<file path="config.mk">
export PLATFORM = sky130hd
export DESIGN_NAME = uart_tx_arbiter
export DESIGN_NICKNAME = d
export VERILOG_FILES = /design/src/rtl/uart_pkg.sv /design/src/rtl/rr_pick.sv /design/src/rtl/uart_tx_arbiter.sv
export SDC_FILE = /design/constraint.sdc
export NUM_CORES = 1
export LEC_CHECK = 0
export ABC_AREA = 1
export CAP_MARGIN = 20
export CORE_UTILIZATION = 45
export CTS_BUF_LIST = sky130_fd_sc_hd__clkbuf_4
export CTS_CLUSTER_DIAMETER = 50
export DETAILED_ROUTE_END_ITERATION = 10
export PLACE_DENSITY = 0.93
export SLEW_MARGIN = 15
export SYNTH_ARGS = -nofsm -noshare
export SYNTH_HDL_FRONTEND = slang
export SYNTH_SLANG_ARGS = --single-unit
export TNS_END_PERCENT = 50
</file>
<file path="constraint.sdc">
create_clock -name clk -period 2.8 [get_ports clk]
set_input_delay 0.42 -clock clk [delete_from_list [all_inputs] [get_ports clk]]
set_output_delay 0.42 -clock clk [all_outputs]
set_load 0.05 [all_outputs]
</file>
<file path="src/rtl/uart_pkg.sv">
// Shared types and constants for the UART transmit arbiter.
package uart_pkg;

    localparam int unsigned BYTE_W = 8;

    typedef enum logic [1:0] {
        StIdle,
        StIssue,
        StWaitBusy,
        StWaitDone
    } arb_state_t;

endpackage

</file>
<file path="src/rtl/rr_pick.sv">
// Combinational round-robin picker: first set request at or above ptr, wrapping to 0.
module rr_pick #(
    parameter int unsigned N = 2,
    localparam int unsigned IW = $clog2(N)
) (
    input  logic [N-1:0]  req,
    input  logic [IW-1:0] ptr,
    output logic [N-1:0]  gnt,
    output logic [IW-1:0] idx,
    output logic          any
);

    logic [IW-1:0] cand;

    always_comb begin
        gnt  = '0;
        idx  = '0;
        any  = 1'b0;
        cand = '0;
        for (int unsigned i = 0; i < N; i++) begin
            cand = IW'((32'(ptr) + i) % N);
            if (!any && req[cand]) begin
                any       = 1'b1;
                gnt[cand] = 1'b1;
                idx       = cand;
            end
        end
    end

endmodule

</file>
<file path="src/rtl/uart_tx_arbiter.sv">
// Round-robin arbiter feeding bytes from several requesters to one UART transmitter.
// Define UART_ARB_PKT_LOCK_EN to hold the grant on one requester until its req_last byte.
module uart_tx_arbiter
    import uart_pkg::*;
#(
    parameter int unsigned REQ_NUM   = 2,
    parameter int unsigned BUSY_WAIT = 4,
    localparam int unsigned IDW      = $clog2(REQ_NUM)
) (
    input  logic                      clk,
    input  logic                      rst_n,
    input  logic [REQ_NUM-1:0]        req_valid,
    input  logic [REQ_NUM*BYTE_W-1:0] req_data,
    input  logic [REQ_NUM-1:0]        req_last,
    output logic [REQ_NUM-1:0]        req_ready,
    output logic [IDW-1:0]            grant_id,
    output logic                      send_en,
    output logic [BYTE_W-1:0]         send_data,
    input  logic                      send_busy,
    output logic                      arb_busy
);

    localparam int unsigned CW = $clog2(BUSY_WAIT + 1);

    arb_state_t        state_q;
    logic [IDW-1:0]    ptr_q;
    logic [IDW-1:0]    grant_q;
    logic              send_en_q;
    logic [BYTE_W-1:0] data_q;
    logic              arb_busy_q;
    logic [CW-1:0]     cnt_q;

    logic [REQ_NUM-1:0] cand_req;
    logic [REQ_NUM-1:0] pick_gnt;
    logic [IDW-1:0]     pick_idx;
    logic               pick_any;
    logic               can_accept;
    logic               xfer;
    logic [BYTE_W-1:0]  win_data;
    logic [IDW-1:0]     ptr_next;

`ifdef UART_ARB_PKT_LOCK_EN
    logic               lock_q;
    logic [IDW-1:0]     lock_id_q;
    logic [REQ_NUM-1:0] lock_mask;

    // While a packet is open only its owner may be picked; others wait.
    always_comb begin
        lock_mask            = '0;
        lock_mask[lock_id_q] = 1'b1;
        cand_req             = lock_q ? (req_valid & lock_mask) : req_valid;
    end
`else
    logic unused_last;
    assign unused_last = ^req_last;
    assign cand_req    = req_valid;
`endif

    rr_pick #(
        .N(REQ_NUM)
    ) u_pick (
        .req(cand_req),
        .ptr(ptr_q),
        .gnt(pick_gnt),
        .idx(pick_idx),
        .any(pick_any)
    );

    // Gating with rst_n keeps the accept strobe quiet while reset is held.
    assign can_accept = rst_n && (state_q == StIdle) && !send_busy;
    assign req_ready  = can_accept ? pick_gnt : '0;
    assign xfer       = can_accept && pick_any;
    assign ptr_next   = (32'(pick_idx) == REQ_NUM - 1) ? '0 : pick_idx + 1'b1;

    always_comb begin
        win_data = '0;
        for (int unsigned i = 0; i < REQ_NUM; i++) begin
            if (pick_gnt[i]) begin
                win_data = win_data | req_data[i*BYTE_W +: BYTE_W];
            end
        end
    end

    always_ff @(posedge clk) begin
        if (!rst_n) begin
            state_q    <= StIdle;
            ptr_q      <= '0;
            grant_q    <= '0;
            send_en_q  <= 1'b0;
            data_q     <= '0;
            arb_busy_q <= 1'b0;
            cnt_q      <= '0;
`ifdef UART_ARB_PKT_LOCK_EN
            lock_q     <= 1'b0;
            lock_id_q  <= '0;
`endif
        end else begin
            send_en_q <= 1'b0;
            unique case (state_q)
                StIdle: begin
                    if (xfer) begin
                        data_q     <= win_data;
                        grant_q    <= pick_idx;
                        ptr_q      <= ptr_next;
                        send_en_q  <= 1'b1;
                        arb_busy_q <= 1'b1;
                        state_q    <= StIssue;
`ifdef UART_ARB_PKT_LOCK_EN
                        lock_q     <= ~|(req_last & pick_gnt);
                        lock_id_q  <= pick_idx;
`endif
                    end
                end
                StIssue: begin
                    cnt_q   <= '0;
                    state_q <= StWaitBusy;
                end
                StWaitBusy: begin
                    // Give up waiting for busy after BUSY_WAIT cycles so a silent UART cannot stall us.
                    if (send_busy || cnt_q == CW'(BUSY_WAIT - 1)) begin
                        state_q <= StWaitDone;
                    end else begin
                        cnt_q <= cnt_q + 1'b1;
                    end
                end
                StWaitDone: begin
                    if (!send_busy) begin
                        arb_busy_q <= 1'b0;
                        state_q    <= StIdle;
                    end
                end
                default: begin
                    arb_busy_q <= 1'b0;
                    state_q    <= StIdle;
                end
            endcase
        end
    end

    assign grant_id  = grant_q;
    assign send_en   = send_en_q;
    assign send_data = data_q;
    assign arb_busy  = arb_busy_q;

endmodule
</file>
# --- Word-level counts from Yosys, hierarchy flattened ---
# Index checks and enable logic that the tools add are counted.
word_totals:
  regBits: 17
  input_bits: 23
  wordCells: 69
op_classes:
  add_sub_neg: 3
  n_lt_le_gt_ge: 4
  eq_ne: 8
  muxes: 28
  bitwise: 2
  n_reduce_logical: 17
ops:
  columns: ["cell", "count"]
  rows:
  - ["$mux 8", 2]
  - ["$mux 1", 14]
  - ["$mux 2", 6]
  - ["$ne 2x2->1 const B", 4]
  - ["$or 8x8->8", 1]
  - ["$pmux 2 s4", 1]
  - ["$logic_and 1x1->1", 6]
  - ["$pmux 3 s2", 1]
  - ["$reduce_and 2->1", 3]
  - ["$reduce_and 3->1", 2]
  - ["$eq 2x2->1 const B", 2]
  - ["$lt 1x2->1 const B", 2]
  - ["$reduce_bool 2->1", 2]
  - ["$add 3x1->3 const B", 1]
  - ["$eq 3x2->1 const B", 1]
  - ["$mux 3", 1]
  - ["$add 1x1->1 const B", 2]
  - ["$demux 1 s1", 2]
  - ["$eq 2x1->1 const B", 1]
  - ["$ge 1x1->1 const B", 2]
  - ["$logic_not 1->1", 2]
  - ["$logic_not 2->1", 1]
  - ["$or 2x2->2", 1]
  - ["$pmux 1 s2", 1]
  - ["$logic_or 1x1->1", 1]

# --- Longest topological paths before layout ---
# Gate-level depths: netlist of the first run.
depth:
  ltp_word: 10
  mapped_depth: 8

# --- Hierarchy ---
# A second synthesis of the first run with hierarchy kept.
unflattened:
  hier_cells: 125
  hier_area_um2: 902.1
modules_own_cells:
  columns: ["module", "instances", "cells_each", "area_per_inst_um2", "seq_area_each_um2"]
  rows:
  - ["uart_tx_arbiter", 1, 111, 847.1, 340.3]
  - ["rr_pick", 1, 14, 55.1, 0.0]

# --- Worst setup path before layout of the first run ---
# OpenSTA, ideal clock, no wires.
synth_path:
  path_type: "register -> output"
  startpoint: "register state_q[0]"
  endpoint: "output port req_ready[0]"
  arrival_time_ns: 1.564
  required_time_ns: 2.380
  setup_slack_ns: 0.816
  path_stages_with_launch: 7
  path_buffers: 0
  path_cell_list: "dfxtp_1 > inv_1 > ha_1 > nand3_2 > nor2_4 > inv_2 > nor2_1"
synth_between:
  elab_chain_len: 4
synth_lines:
  columns: ["element", "line", "rtl"]
  rows:
  - ["start, declared", "uart_tx_arbiter.sv:25", "arb_state_t state_q;"]
  - ["start signal, assigned", "uart_tx_arbiter.sv:86", "state_q <= StIdle;"]
  - ["start signal, assigned", "uart_tx_arbiter.sv:107", "state_q <= StIssue;"]
  - ["start signal, assigned", "uart_tx_arbiter.sv:116", "state_q <= StWaitBusy;"]
  - ["$logic_not 2->1", "uart_tx_arbiter.sv:70", "assign can_accept = rst_n && (state_q == StIdle) && !send_busy;"]
  - ["$logic_and 1x1->1 (2 in series)", "uart_tx_arbiter.sv:70", null]
  - ["$mux 2", "uart_tx_arbiter.sv:71", "assign req_ready = can_accept ? pick_gnt : '0;"]
  - ["end, declared", "uart_tx_arbiter.sv:15", "output logic [REQ_NUM-1:0] req_ready,"]
# Every way passes these cells.

# --- Worst setup path after layout of the first run ---
# Ends and elaborated chain as after synthesis.

==> results.yml, run 1 <==
run_status:
  outcome: "completed"
placed_design:
  place_congestion: 0.752
  io_buffers: 33
  place.detailed.hpwl_mm: 1.54
  place_inst: 167
worst_setup_path:
  worstPathMaxFanout: 12
  path_class: "flip-flop to primary output"
  critPathCaptureType: "primary output"
  slowest_delay_ns: 0.34
  required_ns: 2.38
  slowest_stage: "dfxtp_1"
  arrival_ns: 1.92
  r2r_cells: 7
  path_cells: "inv_1 > ha_1 > nand3_2 > nor2_4 > inv_2 > nor2_1 > buf_12"
  crit_path_start_kind: "flip-flop"
layout:
  drive_gt1_share_pct: 11.6
  layout_common_cells: "31 x clkdlybuf4s50_1, 19 x a21oi_1, 17 x dfxtp_1"
  fillers: 131
  area_growth_pct: 47.8
  layout_commonest_cell: "clkdlybuf4s50_1"
  final_cell_count_no_fill: 171
  layout.nets: 176
  n_antenna_cell: 0
min_path:
  holdPathStages: 1
  hp-class: "flip-flop to flip-flop"
timing:
  rsz0062_at_grt: "no"
  relSlewSlack_pct: 64.6
  period_share_pct: 83.4
  finalSetupViolCount: 0
  tightest_slew_ns: 0.530
  skew_ns: 0.00390
  slew_violations: 0
  finalSetupTns_ns: 0
  period_needed_ns: 2.34
  finalHoldViolCount: 0
  max_freq_mhz: 428
logic_synthesis:
  syn_inst: 110
  ys.warnings.count: 0
  netlist_area_um2: 837
  syn_avg_cell_area_um2: 7.61
  ys_ff_latch: 17
  synthDistinctLibCells: 21
  synth-seq-area-share_pct: 40.7
  syn-num-nets: 139
clock_network:
  clk_latency_ns: 0.30
  clk_pin_slew_ns: 0.11
  post_cts_buffers: 0
  ctsHoldBuffers: 0
  root_buffer: "clkbuf_4"
  clock-sinks: 17
  htree_num_levels: 1
  cts.repair.resized: 0
  cts.path.max_buffers: 2
  cts_buffers: 3
  cts_tree: "yes"
global_route:
  grt_pass1_wl_mm: 3.28
  grtUsageTotal_pct: 22.5
  grt_max_degree: 14
  grt_antenna_before_repair: 0
  grt_pass1_vias: 816
  grt.overflow.total: 0
pwr:
  peakVddDrop_mv: 0.434
  powerDensity_nw_per_um2: 688
  power.leakage_nw: 0.540
die:
  dieHeight_um: 45.1
  fp.dieW_um: 45.1
  num_rows: 15
  die_area_um2: 2040
  start_util_pct: 48.5
  core-area_um2: 1730
  io_pins: 36
flow_run:
  maxCapViolCount: 0
drt:
  drc: 0
  viasPerCell: 5.08
  vias: 868
  ant_nets: 0
  routedWlPerCell_um: 11.4
  drt-total-wl_mm: 1.96
  dr.pass1.iters: 4
  drtIter0Drc: 11
## cells by family (layout without fill, tap and decap cells)
| family | count (synthesis) | count (layout) | synth area share [%] |
|---|---|---|---|
| DFF | 17 | 17 | 40.7 |
| and+or+nand+nor | 36 | 36 | 20.0 |
| buffers and inverters | 17 | 53 | 8.67 |
| AOI/OAI and AO/OA | 34 | 34 | 21.7 |
| adders and majority gates | 6 | 6 | 8.97 |
## worst max-delay path, delay by kind of cell, from the launching register on
kind | cells | cell delay, ns
flops | 1 | 0.34
fa+ha+maj | 1 | 0.25
simple gates | 3 | 0.59
buf+inv | 3 | 0.44
## worst paths after layout
| kind | end | startpoint | slack, ns |
|---|---|---|---|
| setup / recovery | req_ready[0] | state_q[0] | 0.46 |
| hold / removal | cnt_q[0] | cnt_q[0] | 0.48 |
| setup reg to reg | send_data[7] | state_q[0] | 1.22 |
| hold reg to reg | cnt_q[0] | cnt_q[0] | 0.48 |
## layer usage
layer / vias up / part of all wire (%) / GRT usage, %
met5: - / 0 / 0
met4: 0 / 3.5 / 15.2
met3: 9 / 6.3 / 6.40
met2: 32 / 49 / 37.7
met1: 393 / 41 / 24.4
li1: 434 / - / -
## Yosys cell counts, drive strengths merged
| library cell | instances | area (um2) |
|---|---|---|
| nand2 | 17 | 66.3 |
| inv | 15 | 56.3 |
| o22ai | 1 | 6.26 |
| buf | 2 | 16.3 |
| ha | 6 | 75.1 |
| nand3 | 3 | 20.0 |
| dfxtp | 17 | 340 |
| o21ai | 12 | 63.8 |
| nor2 | 13 | 58.8 |
| a21oi | 20 | 104 |
| o211ai | 1 | 7.51 |
| nand4 | 2 | 12.5 |
| nor3 | 1 | 10.0 |
## power breakdown
group	switching, W	total [W]	internal (W)
Sequential	0.0000251	0.000308	0.000283
Clock	0.0000854	0.000139	0.0000533
Combinational	0.000253	0.000405	0.000151
## state kept, by name (all words and copies together), names as in the netlist
signal	cells
arb_busy	1
state_q	2
grant_id	1
cnt_q	3
ptr_q	1
send_data	8
send_en	1
## area by class of cell
cell class / count / area, um2 / share of cell area [%]
multi-input cells: 76 / 424 / 34.3
repair buffers: 34 / 358 / 28.9
flip-flops and latches: 17 / 340 / 27.5
inverters: 15 / 56.3 / 4.55
well taps: 25 / 31.3 / 2.53
clock buffers: 3 / 22.5 / 1.82
clock inverters: 1 / 5.00 / 0.404
## through the flow
| stage | hold slack (ns) | instance area, um2 | util [%] | setup slack, ns | total power [W] |
|---|---|---|---|---|---|
| floorplan | 0.435 | 837 | - | 0.816 | 0.000590 |
| global placement | 0.454 | 1210 | 70.1 | 0.528 | 0.000697 |
| detailed placement | 0.465 | 1210 | 70.1 | 0.518 | 0.000719 |
| CTS | 0.480 | 1240 | 71.7 | 0.449 | 0.000854 |
| global route | 0.515 | 1240 | 71.7 | 0.294 | 0.000906 |
| finish | 0.481 | 1240 | 71.7 | 0.464 | 0.000851 |
Power figures use the tool's default switching activity.
==> run 2: changes to the inputs <==
--- a/config.mk
+++ b/config.mk
@@ -7,11 +7,11 @@
 export LEC_CHECK = 0
 export ABC_AREA = 1
 export CAP_MARGIN = 20
-export CORE_UTILIZATION = 45
+export CORE_UTILIZATION = 43
 export CTS_BUF_LIST = sky130_fd_sc_hd__clkbuf_4
 export CTS_CLUSTER_DIAMETER = 50
 export DETAILED_ROUTE_END_ITERATION = 10
-export PLACE_DENSITY = 0.93
+export PLACE_DENSITY = 0.89
 export SLEW_MARGIN = 15
 export SYNTH_ARGS = -nofsm -noshare
 export SYNTH_HDL_FRONTEND = slang
==> constraint.sdc (replaced) <==
create_clock -name clk -period 2.2 [get_ports clk]
set_input_delay 0.33 -clock clk [delete_from_list [all_inputs] [get_ports clk]]
set_output_delay 0.33 -clock clk [all_outputs]
set_load 0.05 [all_outputs]
==> results.yml, run 2 (synthesized netlist as in run 1, its figures left out) <==
pwr:
  total_power_w: 0.00108
  power.leakage_nw: 0.550
  peakVddDrop_mv: 0.651
  powerDensity_nw_per_um2: 864
die:
  start_util_pct: 46.9
  num_rows: 15
  core-area_um2: 1780
  dieHeight_um: 46.1
  fp.dieW_um: 46.1
  die_area_um2: 2130
  io_pins: 36
placed_design:
  io_buffers: 33
  place.detailed.hpwl_mm: 1.53
  place_congestion: 0.827
  place_inst: 169
layout:
  layout_common_cells: "31 x clkdlybuf4s50_1, 19 x a21oi_1, 17 x dfxtp_1"
  multi_input_area_um2: 424
  n_antenna_cell: 0
  drive_gt1_share_pct: 12.8
  largest_register_ffs: 8
  layout_commonest_cell: "clkdlybuf4s50_1"
  fillers: 129
  final_cell_count_no_fill: 173
  regArea_um2: 340
  layout.nets: 178
  area_growth_pct: 49.6
clock_network:
  cts.path.max_buffers: 2
  clock-sinks: 17
  cts_buffers: 3
  cts_tree: "yes"
  post_cts_buffers: 0
  clk_latency_ns: 0.30
  ctsHoldBuffers: 0
  cts.repair.resized: 0
  root_buffer: "clkbuf_4"
  clk_pin_slew_ns: 0.10
  htree_num_levels: 1
flow_run:
  maxCapViolCount: 0
global_route:
  grt_max_degree: 14
  grt.overflow.total: 0
  grt_pass1_vias: 762
  grt_antenna_before_repair: 0
  grt_pass1_wl_mm: 3.15
  grtUsageTotal_pct: 21.4
worst_setup_path:
  worstPathMaxFanout: 10
  crit_family: "simple AND/OR/NAND/NOR gates"
  path_class: "flip-flop to primary output"
  crit_path_start_kind: "flip-flop"
  slowest_delay_ns: 0.34
  arrival_ns: 1.68
  cp_num_buf_inv: 3
  path_cells: "inv_1 > ha_1 > nand3_2 > nor2_4 > inv_2 > nor2_1 > buf_12"
  critPathCaptureType: "primary output"
  slowest_stage: "dfxtp_1"
  required_ns: 1.87
drt:
  ant_nets: 0
  routedWlPerCell_um: 11.8
  wl_met2_mm: 1.00
  viasPerCell: 5.01
  highest_layer: "met4"
  drtIter0Drc: 10
  drt-total-wl_mm: 2.03
  dr.pass1.iters: 4
  vias: 866
  wl_met1_um: 857
  wl_met3_um: 151
  drc: 0
timing:
  finalSetupViolCount: 0
  slew_violations: 0
  finalSetupTns_ns: 0
  max_freq_mhz: 497
  period_share_pct: 91.4
  finalHoldViolCount: 0
  period_needed_ns: 2.01
  hold_ws_ns: 0.471
  relSlewSlack_pct: 65.6
  skew_ns: 0.00191
  rsz0062_at_grt: "no"
  tightest_slew_ns: 0.515
min_path:
  hp-class: "flip-flop to flip-flop"
run_status:
  outcome: "completed"
run 2: cell count changes in the layout (fill, tap and decap cells not counted):
| cell | delta |
|---|---|
| buf_4 | +2 |
run 2: area by class of cell:
cell class / count / share of cell area, %
clock inverters: 1 / 0.400
clock buffers: 3 / 1.80
inverters: 15 / 4.50
multi-input cells: 76 / 33.9
well taps: 25 / 2.50
repair buffers: 36 / 29.8
flip-flops and latches: 17 / 27.2
run 2: report_power, final:
| part | internal (W) | leakage, nW | switching [W] | total, W |
|---|---|---|---|---|
| Clock | 0.0000678 | 0.0177 | 0.000105 | 0.000173 |
| Combinational | 0.000197 | 0.394 | 0.000320 | 0.000518 |
| Sequential | 0.000360 | 0.139 | 0.0000318 | 0.000392 |
| Total | 0.000625 | 0.550 | 0.000457 | 0.00108 |
run 2: per-stage QoR:
| step | utilization [%] | setup WS, ns | instance area [um2] |
|---|---|---|---|
| floorplan | - | 0.306 | 837 |
| global placement | 68.7 | 0.346 | 1220 |
| detailed placement | 68.7 | 0.304 | 1220 |
| CTS | 70.2 | 0.191 | 1250 |
| global route | 70.2 | 0.106 | 1250 |
| finish | 70.2 | 0.188 | 1250 |
run 2: metal layers:
metal / up-vias / track usage [%]
li1: 443 / -
met1: 385 / 22.2
met2: 34 / 37.2
met3: 4 / 7.06
met4: 0 / 12.4
met5: - / 0
run 2: final timing paths:
kind              startpoint           end  slack [ns]  cells past startpoint
setup reg to reg  state_q[0]  send_data[3]        0.80                      7
hold / removal      cnt_q[0]      cnt_q[0]        0.47                      1
hold reg to reg     cnt_q[0]      cnt_q[0]        0.47                      1
setup / recovery  state_q[0]  req_ready[0]        0.19                      7
run 2: worst register-to-register path: cells and delay by family (launching register included):
kind,cells,cell delay [ns]
DFF,1,0.34
adders and majority gates,1,0.23
AOI/OAI and AO/OA,2,0.27
and+or+nand+nor,2,0.24
buffers and inverters,2,0.22
==> run 3: changes to the inputs <==
--- a/config.mk
+++ b/config.mk
@@ -7,11 +7,12 @@
 export LEC_CHECK = 0
 export ABC_AREA = 1
 export CAP_MARGIN = 20
-export CORE_UTILIZATION = 43
+export CORE_UTILIZATION = 39
 export CTS_BUF_LIST = sky130_fd_sc_hd__clkbuf_4
 export CTS_CLUSTER_DIAMETER = 50
 export DETAILED_ROUTE_END_ITERATION = 10
-export PLACE_DENSITY = 0.89
+export PLACE_DENSITY = 0.86
+export RECOVER_POWER = 25
 export SLEW_MARGIN = 15
 export SYNTH_ARGS = -nofsm -noshare
 export SYNTH_HDL_FRONTEND = slang
==> constraint.sdc (replaced) <==
create_clock -name clk -period 1.85 [get_ports clk]
set_input_delay 0.2775 -clock clk [delete_from_list [all_inputs] [get_ports clk]]
set_output_delay 0.2775 -clock clk [all_outputs]
set_load 0.05 [all_outputs]
==> results.yml, run 3 (synthesized netlist as in run 1, its figures left out) <==
run_status:
  outcome: "completed"
pwr:
  power.leakage_nw: 0.550
  powerDensity_nw_per_um2: 1050
  p_sw_w: 0.000561
  p_seq_share_pct: 35.1
  sw_frac_of_total_pct: 41.7
  peakVddDrop_mv: 0.661
  p_comb_share_pct: 48.7
  p_int_w: 0.000784
  pwr-share-clk_pct: 16.2
die:
  io_pins: 36
  die_area_um2: 2340
  core-area_um2: 1980
  start_util_pct: 42.2
  fp.dieW_um: 48.3
  num_rows: 16
  dieHeight_um: 48.3
timing:
  timing.final.ws_setup_ns: 0.0695
  period_needed_ns: 1.78
  hold_ws_ns: 0.489
  finalSetupViolCount: 0
  rsz0062_at_grt: "no"
  tightest_slew_ns: 0.531
  relSlewSlack_pct: 64.5
  finalSetupTns_ns: 0
  max_freq_mhz: 562
  period_share_pct: 96.2
  slew_violations: 0
  finalHoldViolCount: 0
  skew_ns: 0.00382
worst_setup_path:
  critPathCaptureType: "primary output"
  required_ns: 1.57
  cp_num_buf_inv: 1
  r2r_slack_ns: 0.29
  slowest_stage: "clkdlybuf4s50_1"
  path_cells: "clkdlybuf4s50_1"
  arrival_ns: 1.50
  path_class: "flip-flop to primary output"
  crit_family: "buffers and inverters"
  crit_path_start_kind: "flip-flop"
  worstPathMaxFanout: 2
  slowest_delay_ns: 0.84
drt:
  viasPerCell: 4.93
  vias: 867
  dr.pass1.iters: 4
  routedWlPerCell_um: 11.7
  drt-total-wl_mm: 2.06
  drtIter0Drc: 11
  highest_layer: "met4"
  drc: 0
  wl_met2_mm: 1.04
  wl_met3_um: 109
  wl_met1_um: 853
  ant_nets: 0
global_route:
  grt_max_degree: 14
  grt.overflow.total: 0
  grt_pass1_vias: 865
  grt_antenna_before_repair: 0
  grtUsageTotal_pct: 19.3
  grt_pass1_wl_mm: 3.56
layout:
  layout.nets: 179
  largest_register_ffs: 8
  n_antenna_cell: 0
  layout_commonest_cell: "clkdlybuf4s50_1"
  area_growth_pct: 52.5
  final_cell_count_no_fill: 176
  layout_common_cells: "31 x clkdlybuf4s50_1, 19 x a21oi_1, 17 x nand2_1, 17 x dfxtp_1, 10 x inv_1"
  drive_gt1_share_pct: 15.4
clock_network:
  htree_num_levels: 1
  cts_tree: "yes"
  root_buffer: "clkbuf_4"
  clk_pin_slew_ns: 0.10
  cts.path.max_buffers: 2
  clock-sinks: 17
  cts_buffers: 3
  clk_latency_ns: 0.29
placed_design:
  place_congestion: 0.839
  place_inst: 172
  dpl_worst_slack_ns: 0.109
  place.detailed.hpwl_mm: 1.53
  io_buffers: 33
min_path:
  hp-class: "flip-flop to flip-flop"
flow_run:
  maxCapViolCount: 0
==> run 3: cell count changes in the layout (fill, tap and decap cells not counted), sizes merged <==
cell,previous run,this run
clkbuf,3,5
clkinv,1,0
==> run 3: path summary, 6_finish.rpt <==
check	from	depth (start not counted)	end
worst max-delay path	send_data[7]	1	send_data[7]
worst min-delay path	cnt_q[0]	1	cnt_q[0]
worst max register to register	state_q[0]	7	send_data[6]
worst min register to register	cnt_q[0]	1	cnt_q[0]
==> run 3: through the flow <==
stage / instance area, um2 / utilization, % / total power (W)
2_1_floorplan: 837 / - / 0.000892
3_3_place_gp: 1230 / 62.3 / 0.00107
5_1_grt: 1280 / 64.4 / 0.00144
4_1_cts: 1270 / 64.2 / 0.00133
3_5_place_dp: 1230 / 62.3 / 0.00110
6_report: 1280 / 64.4 / 0.00134
==> run 3: area by class of cell <==
type | instances | area (um2)
sequential | 17 | 340
tap | 27 | 33.8
multi-input combinational | 76 | 439
fill | 146 | 706
timing repair buffer | 37 | 377
inverter | 15 | 56.3
clock buffer | 4 | 30.0
==> run 3: layer usage <==
layer,up-vias,GRT usage [%]
met1,387,21.5
li1,440,-
met4,0,12.3
met3,8,3.14
met5,-,0
met2,32,34.0
==> run 3: power by group through the flow <==
| stage | registers (W) | logic, W | clock network, W |
|---|---|---|---|
| floorplan | 0.000584 | 0.000308 | 0 |
| global placement | 0.000471 | 0.000601 | 0 |
| detailed placement | 0.000477 | 0.000628 | 0 |
| CTS | 0.000470 | 0.000641 | 0.000216 |
| global route | 0.000480 | 0.000719 | 0.000237 |
| finish | 0.000472 | 0.000655 | 0.000218 |
==> run 3: what timing repair did <==
action                     in CTS  in global routing
hold buffers                    0                  0
hold endpoints to repair        0                  0
gates resized for setup         3                  3
setup buffers                   0                  0
setup endpoints to repair       2                  2
==> patch, RTL diff (settings of run 2) <==
Change the parameter `BUSY_WAIT` from 4 to 8.
--- a/src/rtl/uart_tx_arbiter.sv
+++ b/src/rtl/uart_tx_arbiter.sv
@@ -4,7 +4,7 @@
     import uart_pkg::*;
 #(
     parameter int unsigned REQ_NUM   = 2,
-    parameter int unsigned BUSY_WAIT = 4,
+    parameter int unsigned BUSY_WAIT = 8,
     localparam int unsigned IDW      = $clog2(REQ_NUM)
 ) (
     input  logic                      clk,
Check against the original RTL: not equivalent (a bounded check fails within 10 cycles, from zero or initial values and one cycle with rst_n low).
==> patch against run 2 <==
Core utilization is 3.1 points lower; count of clock-buffer cells in the layout is the same; final area increased by 9.4%; total power increased by 1.7%; largest power group unchanged; worst setup slack better by 0.048 ns; routed wire length rose by 7.8%; clock skew down 0.0012 ns; first-iteration DRC count rose by 80%; synthesized cell count up 23%; sequential cell count grew 1; register-to-register slack worse by 0.17 ns; largest cell class unchanged; area after synthesis grew 15%; highest routed layer unchanged; clock power decreased by 9%.
==> patch: results (changes against run 2) <==
| Metric | Value |
|---|---|
| Outcome | `finished clean (unchanged)` |
| R2r endpoint | `arb_busy (was send_data[3])` |
| Crit path capture | `req_ready[1] (was req_ready[0])` |
| Largest cells by area after synthesis | `dfxtp_1, nand2_1, nor2_1, nand3_1, ha_1 (was dfxtp_1, a21oi_1, ha_1, nand2_1, o21ai_1)` |
| Register area share after synthesis | `37.4% (was 40.7%)` |
| Fraction of layout cells with a size suffix above 1 | `10.5% (was 12.8%)` |
| Met3 Use GR | `3.74% (was 7.06%)` |
| CP peak stage delay | `0.55 ns (was 0.34 ns)` |
| Largest net degree at the start of global routing | `15 (was 14)` |
| Clock insertion delay at the later pin of the skew report | `0.28 ns (was 0.30 ns)` |
| Crit path DAT | `1.63 ns (was 1.68 ns)` |
| Beginning of the critical path | `req_valid[1] (was state_q[0])` |
| Total GRT Usage | `18.4% (was 21.4%)` |
| Worst Hold Endpoint | `grant_id (was cnt_q[0])` |
| Comb. pwr | `0.000539 W (was 0.000518 W)` |
| Sw Share | `41.2% (was 42.2%)` |
| Cells after DPL | `195 (was 169)` |
| Final Instance Count excl. Fillers | `199 (was 173)` |
| Delay-heaviest family, CP | `buffers and inverters (was simple AND/OR/NAND/NOR gates)` |
| Slowest CP cell | `clkdlybuf4s50_1 (was dfxtp_1)` |
| DP Wirelength | `1730 um (was 1530 um)` |
| Worst hold stages | `2 (was 1)` |
| Met2 Wirelength | `993 um (was 1000 um)` |
| Hold Startpoint | `grant_id (was cnt_q[0])` |
| M1 WL | `1020 um (was 857 um)` |
| Mean Syn Cell Area | `7.14 um^2 (was 7.61 um^2)` |
| Seq pwr share | `36.8% (was 36.2%)` |
| Slack of the worst reg-to-reg path | `0.63 ns (was 0.80 ns)` |
[patch: cell type report]
type	instances	area [um^2]
flip-flops and latches	18	360
well taps	27	33.8
fillers	172	672
clock inverters	1	3.75
multi-input cells	99	520
repair buffers	36	373
clock buffers	3	22.5
inverters	15	56.3
[patch: per-stage QoR]
| step | setup slack [ns] | total power [W] | util (%) | hold WS, ns |
|---|---|---|---|---|
| after floorplan | 0.185 | 0.000790 | - | 0.442 |
| after global placement | 0.260 | 0.000931 | 65.8 | 0.454 |
| after detailed placement | 0.245 | 0.000950 | 65.8 | 0.464 |
| after CTS | 0.227 | 0.00111 | 67.1 | 0.478 |
| after global routing | 0.113 | 0.00119 | 67.1 | 0.510 |
| final | 0.237 | 0.00110 | 67.1 | 0.470 |
[patch: kinds of logic (layout without fill, tap and decap cells)]
family / Yosys count / in the layout / synth area share, %
simple gates: 75 / 75 / 34.3
compound gates: 19 / 19 / 13.2
flops: 18 / 18 / 37.4
buf+inv: 18 / 55 / 8.57
fa+ha+maj: 5 / 5 / 6.49
